[src/rtl/out_port_uart_tx.sv]
// ============================================================================
//  Module   : out_port_uart_tx
//  Purpose  : Queues bytes written to the CPU OUT port in a small FIFO and
//             sends each one as an 8N1 UART frame on a serial pin.
//  Revision : 1.0  initial release
// ============================================================================
`default_nettype none

module out_port_uart_tx #(
    parameter int DATA_WIDTH   = 8,
    parameter int CLKS_PER_BIT = 4,
    parameter int FIFO_DEPTH   = 4
) (
    input  logic                  clk,
    input  logic                  reset,
    input  logic                  load_i,
    input  logic [DATA_WIDTH-1:0] data_i,
    output logic                  tx_o,
    output logic                  busy_o,
    output logic                  full_o,
    output logic                  overflow_o,
    output logic [7:0]            sent_count_o
);

    localparam int c_aw = $clog2(FIFO_DEPTH);
    localparam int c_cw = $clog2(FIFO_DEPTH + 1);
    localparam int c_tw = $clog2(CLKS_PER_BIT);

    localparam logic [c_tw-1:0] c_bit_reload = c_tw'(CLKS_PER_BIT - 1);
    localparam logic [2:0]      c_last_bit   = 3'(DATA_WIDTH - 1);
    localparam logic [c_cw-1:0] c_full_count = c_cw'(FIFO_DEPTH);

    typedef enum logic [1:0] {
        S_IDLE  = 2'd0,
        S_START = 2'd1,
        S_DATA  = 2'd2,
        S_STOP  = 2'd3
    } state_t;

    // FIFO storage and bookkeeping
    logic [DATA_WIDTH-1:0] r_mem [FIFO_DEPTH];
    logic [c_aw-1:0]       r_wr_ptr;
    logic [c_aw-1:0]       r_rd_ptr;
    logic [c_cw-1:0]       r_count;
    logic                  r_overflow;

    // Transmitter state
    state_t                r_state;
    logic [c_tw-1:0]       r_timer;
    logic [2:0]            r_bit_idx;
    logic [DATA_WIDTH-1:0] r_shift;
    logic                  r_tx;
    logic [7:0]            r_sent_count;

    state_t                w_state_nxt;
    logic [c_tw-1:0]       w_timer_nxt;
    logic [2:0]            w_bit_idx_nxt;
    logic [DATA_WIDTH-1:0] w_shift_nxt;
    logic                  w_tx_nxt;
    logic                  w_pop;
    logic                  w_frame_done;
    logic                  w_push;
    logic                  w_full;
    logic                  w_nonempty;
    logic [DATA_WIDTH-1:0] w_head;

    assign w_full     = (r_count == c_full_count);
    assign w_nonempty = (r_count != '0);
    assign w_head     = r_mem[r_rd_ptr];
    // A pop on the same edge frees a slot, so a load into a full FIFO still lands.
    assign w_push     = load_i && (!w_full || w_pop);

    always_ff @(posedge clk) begin
        if (w_push) begin
            r_mem[r_wr_ptr] <= data_i;
        end
    end

    always_ff @(posedge clk or negedge reset) begin
        if (!reset) begin
            r_wr_ptr   <= '0;
            r_rd_ptr   <= '0;
            r_count    <= '0;
            r_overflow <= 1'b0;
        end else begin
            if (w_push) begin
                r_wr_ptr <= r_wr_ptr + c_aw'(1);
            end
            if (w_pop) begin
                r_rd_ptr <= r_rd_ptr + c_aw'(1);
            end
            case ({w_push, w_pop})
                2'b10:   r_count <= r_count + c_cw'(1);
                2'b01:   r_count <= r_count - c_cw'(1);
                default: r_count <= r_count;
            endcase
            if (load_i && w_full && !w_pop) begin
                r_overflow <= 1'b1;
            end
        end
    end

    always_ff @(posedge clk or negedge reset) begin
        if (!reset) begin
            r_state      <= S_IDLE;
            r_timer      <= '0;
            r_bit_idx    <= '0;
            r_shift      <= '0;
            r_tx         <= 1'b1;
            r_sent_count <= '0;
        end else begin
            r_state   <= w_state_nxt;
            r_timer   <= w_timer_nxt;
            r_bit_idx <= w_bit_idx_nxt;
            r_shift   <= w_shift_nxt;
            r_tx      <= w_tx_nxt;
            if (w_frame_done) begin
                r_sent_count <= r_sent_count + 8'd1;
            end
        end
    end

    // The shift register moves right each data bit, so the next bit is always r_shift[1].
    always_comb begin
        w_state_nxt   = r_state;
        w_timer_nxt   = r_timer;
        w_bit_idx_nxt = r_bit_idx;
        w_shift_nxt   = r_shift;
        w_tx_nxt      = r_tx;
        w_pop         = 1'b0;
        w_frame_done  = 1'b0;
        case (r_state)
            S_IDLE: begin
                w_tx_nxt = 1'b1;
                if (w_nonempty) begin
                    w_pop       = 1'b1;
                    w_shift_nxt = w_head;
                    w_timer_nxt = c_bit_reload;
                    w_tx_nxt    = 1'b0;
                    w_state_nxt = S_START;
                end
            end
            S_START: begin
                if (r_timer == '0) begin
                    w_bit_idx_nxt = '0;
                    w_timer_nxt   = c_bit_reload;
                    w_tx_nxt      = r_shift[0];
                    w_state_nxt   = S_DATA;
                end else begin
                    w_timer_nxt = r_timer - c_tw'(1);
                end
            end
            S_DATA: begin
                if (r_timer == '0) begin
                    w_timer_nxt = c_bit_reload;
                    if (r_bit_idx == c_last_bit) begin
                        w_tx_nxt    = 1'b1;
                        w_state_nxt = S_STOP;
                    end else begin
                        w_bit_idx_nxt = r_bit_idx + 3'd1;
                        w_shift_nxt   = {1'b0, r_shift[DATA_WIDTH-1:1]};
                        w_tx_nxt      = r_shift[1];
                    end
                end else begin
                    w_timer_nxt = r_timer - c_tw'(1);
                end
            end
            S_STOP: begin
                if (r_timer == '0) begin
                    w_frame_done = 1'b1;
                    if (w_nonempty) begin
                        w_pop       = 1'b1;
                        w_shift_nxt = w_head;
                        w_timer_nxt = c_bit_reload;
                        w_tx_nxt    = 1'b0;
                        w_state_nxt = S_START;
                    end else begin
                        w_tx_nxt    = 1'b1;
                        w_state_nxt = S_IDLE;
                    end
                end else begin
                    w_timer_nxt = r_timer - c_tw'(1);
                end
            end
            default: begin
                w_tx_nxt    = 1'b1;
                w_state_nxt = S_IDLE;
            end
        endcase
    end

    assign tx_o         = r_tx;
    assign busy_o       = (r_state != S_IDLE) || w_nonempty;
    assign full_o       = w_full;
    assign overflow_o   = r_overflow;
    assign sent_count_o = r_sent_count;

endmodule

`default_nettype wire

[config.mk]
export PLATFORM = sky130hd
export DESIGN_NAME = out_port_uart_tx
export DESIGN_NICKNAME = d
export VERILOG_FILES = /design/src/rtl/out_port_uart_tx.sv
export SDC_FILE = /design/constraint.sdc
export NUM_CORES = 1
export LEC_CHECK = 0
export BUFFER_PORTS_ARGS = -buffer_cell sky130_fd_sc_hd__buf_2
export CAP_MARGIN = 20
export CORE_MARGIN = 1.5
export CORE_UTILIZATION = 45
export DETAILED_ROUTE_END_ITERATION = 8
export HOLD_SLACK_MARGIN = 0.15
export PLACE_DENSITY = 0.62
export RECOVER_POWER = 50
export SETUP_SLACK_MARGIN = 0.1
export SYNTH_ARGS = -nofsm -noshare
export SYNTH_HDL_FRONTEND = slang
export SYNTH_SLANG_ARGS = --single-unit
[constraint.sdc]
create_clock -name clk -period 2.3 [get_ports clk]
set_input_delay 0.23 -clock clk [delete_from_list [all_inputs] [get_ports clk]]
set_output_delay 0.23 -clock clk [all_outputs]
set_load 0.05 [all_outputs]
======== After elaboration in Yosys (flattened, before gate mapping) ========
Memory sizes are Yosys's and may differ from the RTL's.
Cells that the tools add are included.
storage, ports and cells
  register bits ........................... 32
  latch bits .............................. 0
  bits in writable memories ............... 32
  memory bits (read-only) ................. 0
  input bits .............................. 11
  output and inout bits ................... 12
  memories kept ........................... 1
cells by class
  add/subtract/negate cells ............... 7
  multipliers ............................. 0
  div/mod/pow operators ................... 0
  magnitude comparators ................... 0
  equal/unequal tests ..................... 13
  shift operators ......................... 0
  muxes and demuxes ....................... 34
  bitwise operators ....................... 0
  reductions and logical operators ........ 19
memories
  name   depth  bits a word  read ports  clocked after Yosys merged registers in  wr ports  line  source
  r_mem  4      8            1           0                                        1         41    logic [DATA_WIDTH-1:0] r_mem [FIFO_DEPTH];
operators by type and width
  cell                   number
  $mux W8                4
  $pmux W8 S3            1
  $mux W2                8
  $mux W1                12
  $ne A2 B2 Y1 const B   6
  $pmux W3 S2            2
  $mux W3                3
  $add A8 B1 Y8 const B  1
  $pmux W2 S4            1
  $reduce_and A4 Y1      2
  $add A3 B1 Y3 const B  2
  $eq A2 B2 Y1 const B   3
  $eq A3 B3 Y1 const B   2
  $pmux W2 S3            1
  $reduce_bool A2 Y1     3
  $reduce_bool A3 Y1     2
  $reduce_and A5 Y1      1
  $add A2 B1 Y2 const B  2
  $eq A2 B1 Y1 const B   2
  $logic_not A2 Y1       2
  $pmux W1 S4            1
  $logic_and A1 B1 Y1    3
  $reduce_and A3 Y1      1
  $sub A3 B1 Y3 const B  1
  5 further kinds        7

======== Depth between registers and ports, before layout ========
  word-level depth ........................ 8
  gate-level depth with buffers ........... 11

======== Worst setup path before layout ========
No wires, ideal clock.
  kind .................................... reg2reg
  from .................................... reg r_state[0]
  to ...................................... reg r_count[1]
  setup time .............................. 0.079 ns
  arrival time ............................ 2.093 ns
  data required time ...................... 2.221 ns
  setup slack ............................. 0.128 ns
  stages on the path, launching flop included .. 8
  period minus slack after synthesis ...... 2.172 ns
  cells stage by stage .................... dfrtp_1 inv_1 ha_1 nor2_1 nand3_1 fa_1 a2111oi_0 a2bb2oi_1
on the way
  longest elaborated chain between the ends .. 6
  elaborated cells between the ends (all ways) .. 9
ends and longest elaborated chain
  element                                                   line  source
  start: declaration                                        48    state_t r_state;
  start signal: assignment                                  112   r_state <= w_state_nxt;
  $eq A2 B2 Y1 / $logic_not A2 Y1 (equally long branches)   132   case (r_state)
  $pmux W1 S2 (*)                                           132
  $logic_or A1 B1 Y1                                        71    assign w_push = load_i && (!w_full || w_pop);
  $logic_and A1 B1 Y1                                       71
  $eq A2 B1 Y1 / $eq A2 B2 Y1 (equally long branches)       92    case ({w_push, w_pop})
  $pmux W3 S2 / $reduce_bool A2 Y1 (equally long branches)  n/a
  end signal: assignment                                    93    2'b10: r_count <= r_count + c_cw'(1);
  end signal: assignment                                    94    2'b01: r_count <= r_count - c_cw'(1);
  end signal: assignment                                    95    default: r_count <= r_count;
  end: declaration                                          44    logic [c_cw-1:0] r_count;
Every way passes the cells marked *; elsewhere a longest branch is shown, timed or not.
A chain may end at the register's enable or synchronous reset.

======== Worst setup path in the final report ========
  from .................................... reg r_timer[0]
  to ...................................... reg r_count[1]
on the way
  longest elaborated chain between the ends .. 7
  elaborated cells between the ends (all ways) .. 9
ends and longest elaborated chain
  element                                                   line  source
  start: declaration                                        49    logic [c_tw-1:0] r_timer;
  start signal: assignment                                  113   r_timer <= w_timer_nxt;
  $logic_not A2 Y1 (*)                                      169   if (r_timer == '0) begin
  $mux W1 (*)                                               169
  $pmux W1 S2 (*)                                           132
  $logic_or A1 B1 Y1                                        71
  $logic_and A1 B1 Y1                                       71
  $eq A2 B1 Y1 / $eq A2 B2 Y1 (equally long branches)       92
  $pmux W3 S2 / $reduce_bool A2 Y1 (equally long branches)  n/a
Marked as above.

==> impl_metrics.tcl <==
set metrics [dict create \
    nets 318 \
    diodes 0 \
    synth_top_cell_area_share_pct 31.49 \
    skew_ps 13.07 \
    final_area_mm2 0.003729 \
    syn_area_mm2 0.003052 \
    place_area_mm2 0.003283 \
    dp_cells 343 \
    grt_pass1_wl_um 9570 \
    grt_max_degree 33 \
    setup_viol 0 \
    drt_iter0_drc 127 \
    core_mm2 0.006459 \
    synth-edff-count 32 \
    ys.flop_type "edfxtp_1" \
    antenna_found_initial 0 \
    fp-row-count 29 \
    crit_path_end_kind "flip-flop" \
    fin_crit_sh_pct 91.94 \
    p_clk_share_pct 21.0 \
    synthTopCellsByArea "edfxtp_1 31%, dfrtp_1 25%, mux4_2 5.9%" \
    grt_overflow 0 \
    worstMarginPinSlew_ps 826.5 \
    failed_checks "design-rule violations" \
    cts_buffers 9 \
    die_h_um 85.35 \
    max_freq_ghz 0.4729 \
    insertion_delay_ps 350 \
    cts_root_buf "clkbuf_8" \
    htree_levels 3 \
    r2r_setup_slack_ps 190 \
    yosysUniqueCellTypes 52 \
    viasPerCell 5.428 \
    pwr-share-comb_pct 45.7 \
    pwr-share-seq_pct 33.3 \
    start_util_pct 47.25 \
    intPower_mw 3.496 \
    finalSetupTns_ps 0 \
    drive_gt1_share_pct 24.58 \
    worstPathRequired_ps 2560 \
    area_delta_synth_final_pct 22.18 \
    relSlewSlack_pct 44.90 \
    firstDrtPassIters 6 \
    holdCritPathClass "input pin to flip-flop" \
    p_leak_nw 1.499 \
    slew_violations 0 \
    syn-num-nets 270 \
    critPathLaunchType "flip-flop" \
    cts_buffer_depth 2 \
    grt_setup_unrepaired "false" \
    netSwitchingPower_mw 2.240 \
    portBuffers 22 \
    path_class "flip-flop to flip-flop" \
    cp.arrival_ps 2370 \
    grt_pass1_vias 2008 \
    holdWs_ps 189.0 \
    path_max_fanout 4 \
    finalHoldViolCount 0 \
    io_pins 23 \
    maxCapViolations 0 \
    dp_hpwl_um 3863 \
    setup_slack_ps 185.3 \
    peakVddDrop_mv 0.7177 \
    ys_warn_count 0 \
    seq_area_frac_synth_pct 57.77 \
    path_clk_slew_ps 80 \
    fin_crit_ps 2115 \
    post-place-ws_ps 88.08 \
    stdcell_count 374 \
    utilization_pct 57.73 \
    yosysTopAreaCell "edfxtp_1" \
    num-fill-cells 541 \
    power.density_mw_per_mm2 1538 \
    synth.avg_cell_area_um2 12.51 \
    syn_inst 244 \
    status "finished with violations" \
    routed_wl_um 5688 \
    wire_per_inst_um 15.21 \
    post-route-drc-count 4 \
    track_usage_pct 17.14 \
    synth_seq_cells 64 \
    die_area_mm2 0.007285 \
    vias 2030 \
    clkSinkCount 64 \
    p_total_mw 5.736 \
    power_switching_share_pct 39.05 \
    die_w_um 85.35 \
    gp_congestion 0.8240 \
    postRouteAntennaNets 0 \
    async_reset_ff_share_pct 50.00 \
    cts_tree "built" \
]
## path summary, 6_finish.rpt
kind | to | depth (start not counted) | from
hold / removal | overflow_o | 2 | load_i
min in group asynchronous | r_timer[0] | 2 | reset
hold reg to reg | overflow_o | 1 | overflow_o
setup reg to reg | r_count[1] | 8 | r_timer[0]
setup / recovery | r_count[1] | 8 | r_timer[0]
max in group asynchronous | r_state[1] | 2 | reset
## routing by layer
metal / GRT usage (%) / up-vias / share of wire, %
li1: - / 987 / -
met1: 23.31 / 988 / 47
met2: 26.26 / 47 / 47
met3: 4.280 / 8 / 4.4
met4: 7.478 / 0 / 1.2
met5: 0 / - / 0
## registers in the layout (all words and copies together), names as in the netlist
| register | flops |
|---|---|
| r_shift | 8 |
| r_bit_idx | 3 |
| r_state | 2 |
| r_wr_ptr | 2 |
| r_count | 3 |
| sent_count_o | 8 |
| overflow_o | 1 |
| r_rd_ptr | 2 |
| r_mem | 32 |
| r_timer | 2 |
| tx_o | 1 |
## power by group through the flow
stage	sequential, mW	combinational [mW]	clock [mW]
finish	1.91	2.62	1.20
global route	1.96	2.91	1.28
CTS	1.89	2.42	1.23
detailed placement	1.91	2.35	0
global placement	1.90	2.32	0
floorplan	1.96	1.67	0
## repair_timing
item | CTS | global route
setup endpoints to repair | 2 | 34
pin swaps | 0 | 6
hold buffers | 9 | 0
buffers inserted | 0 | 6
endpoints found under the hold margin | 63 | 0
resized for setup | 2 | 20
## cell usage after synthesis (all sizes together) (2+ instances only)
master  number
a22o         3
clkbuf       2
nand3        6
xnor2        7
a31oi        2
edfxtp      32
and2         5
dfrtp       31
a31o         2
mux4         8
nor3        11
nand2b       4
o21ai       11
o211ai       2
nor2        20
xor2         5
o22ai        3
inv         19
o32ai        7
buf          8
a21oi        4
nand2       17
ha          14
## critical path, cell delays in order, from the launching register on
cell and delay, ps:
dfrtp_1 420, inv_1 110, ha_4 170, a21oi_4 70, nor2_4 120, nand3_2 90, fa_1 510, a2111oi_2 360
a2bb2oi_1 190
## placed cells by master, fill, tap and decap left out, drive strengths merged, types with 4 or more instances in the layout
cell type	count
edfxtp	32
dfrtp	31
buf	25
inv	22
clkbuf	22
nor2	20
nand2	17
ha	14
nor3	11
o21ai	11
dlygate4sd3	9
mux4	8
o32ai	7
xnor2	7
nand3	6
xor2	5
and2	5
nand2b	4
a21oi	4
## cell type report
class	count	area, um2	share of cell area (%)
sequential	64	1765	47.35
multi-input combinational	151	1236	33.15
timing repair buffer	47	305.3	8.188
clock inverter	7	125.1	3.356
clock buffer	9	123.9	3.322
tap	77	96.34	2.584
inverter	19	76.32	2.047
## cell families (layout without fill, tap and decap cells)
kind of cell | after synthesis | in the layout | synth area share, %
AO/OA/AOI/OAI | 44 | 44 | 10.82
XOR/XNOR | 12 | 12 | 3.444
adder cells (fa/ha/maj) | 15 | 15 | 6.396
buffers and inverters | 29 | 82 | 3.977
flip-flops | 64 | 64 | 57.77
multiplexers | 10 | 10 | 6.601
AND/OR/NAND/NOR | 70 | 70 | 10.99
Power figures use the tool's default switching activity.
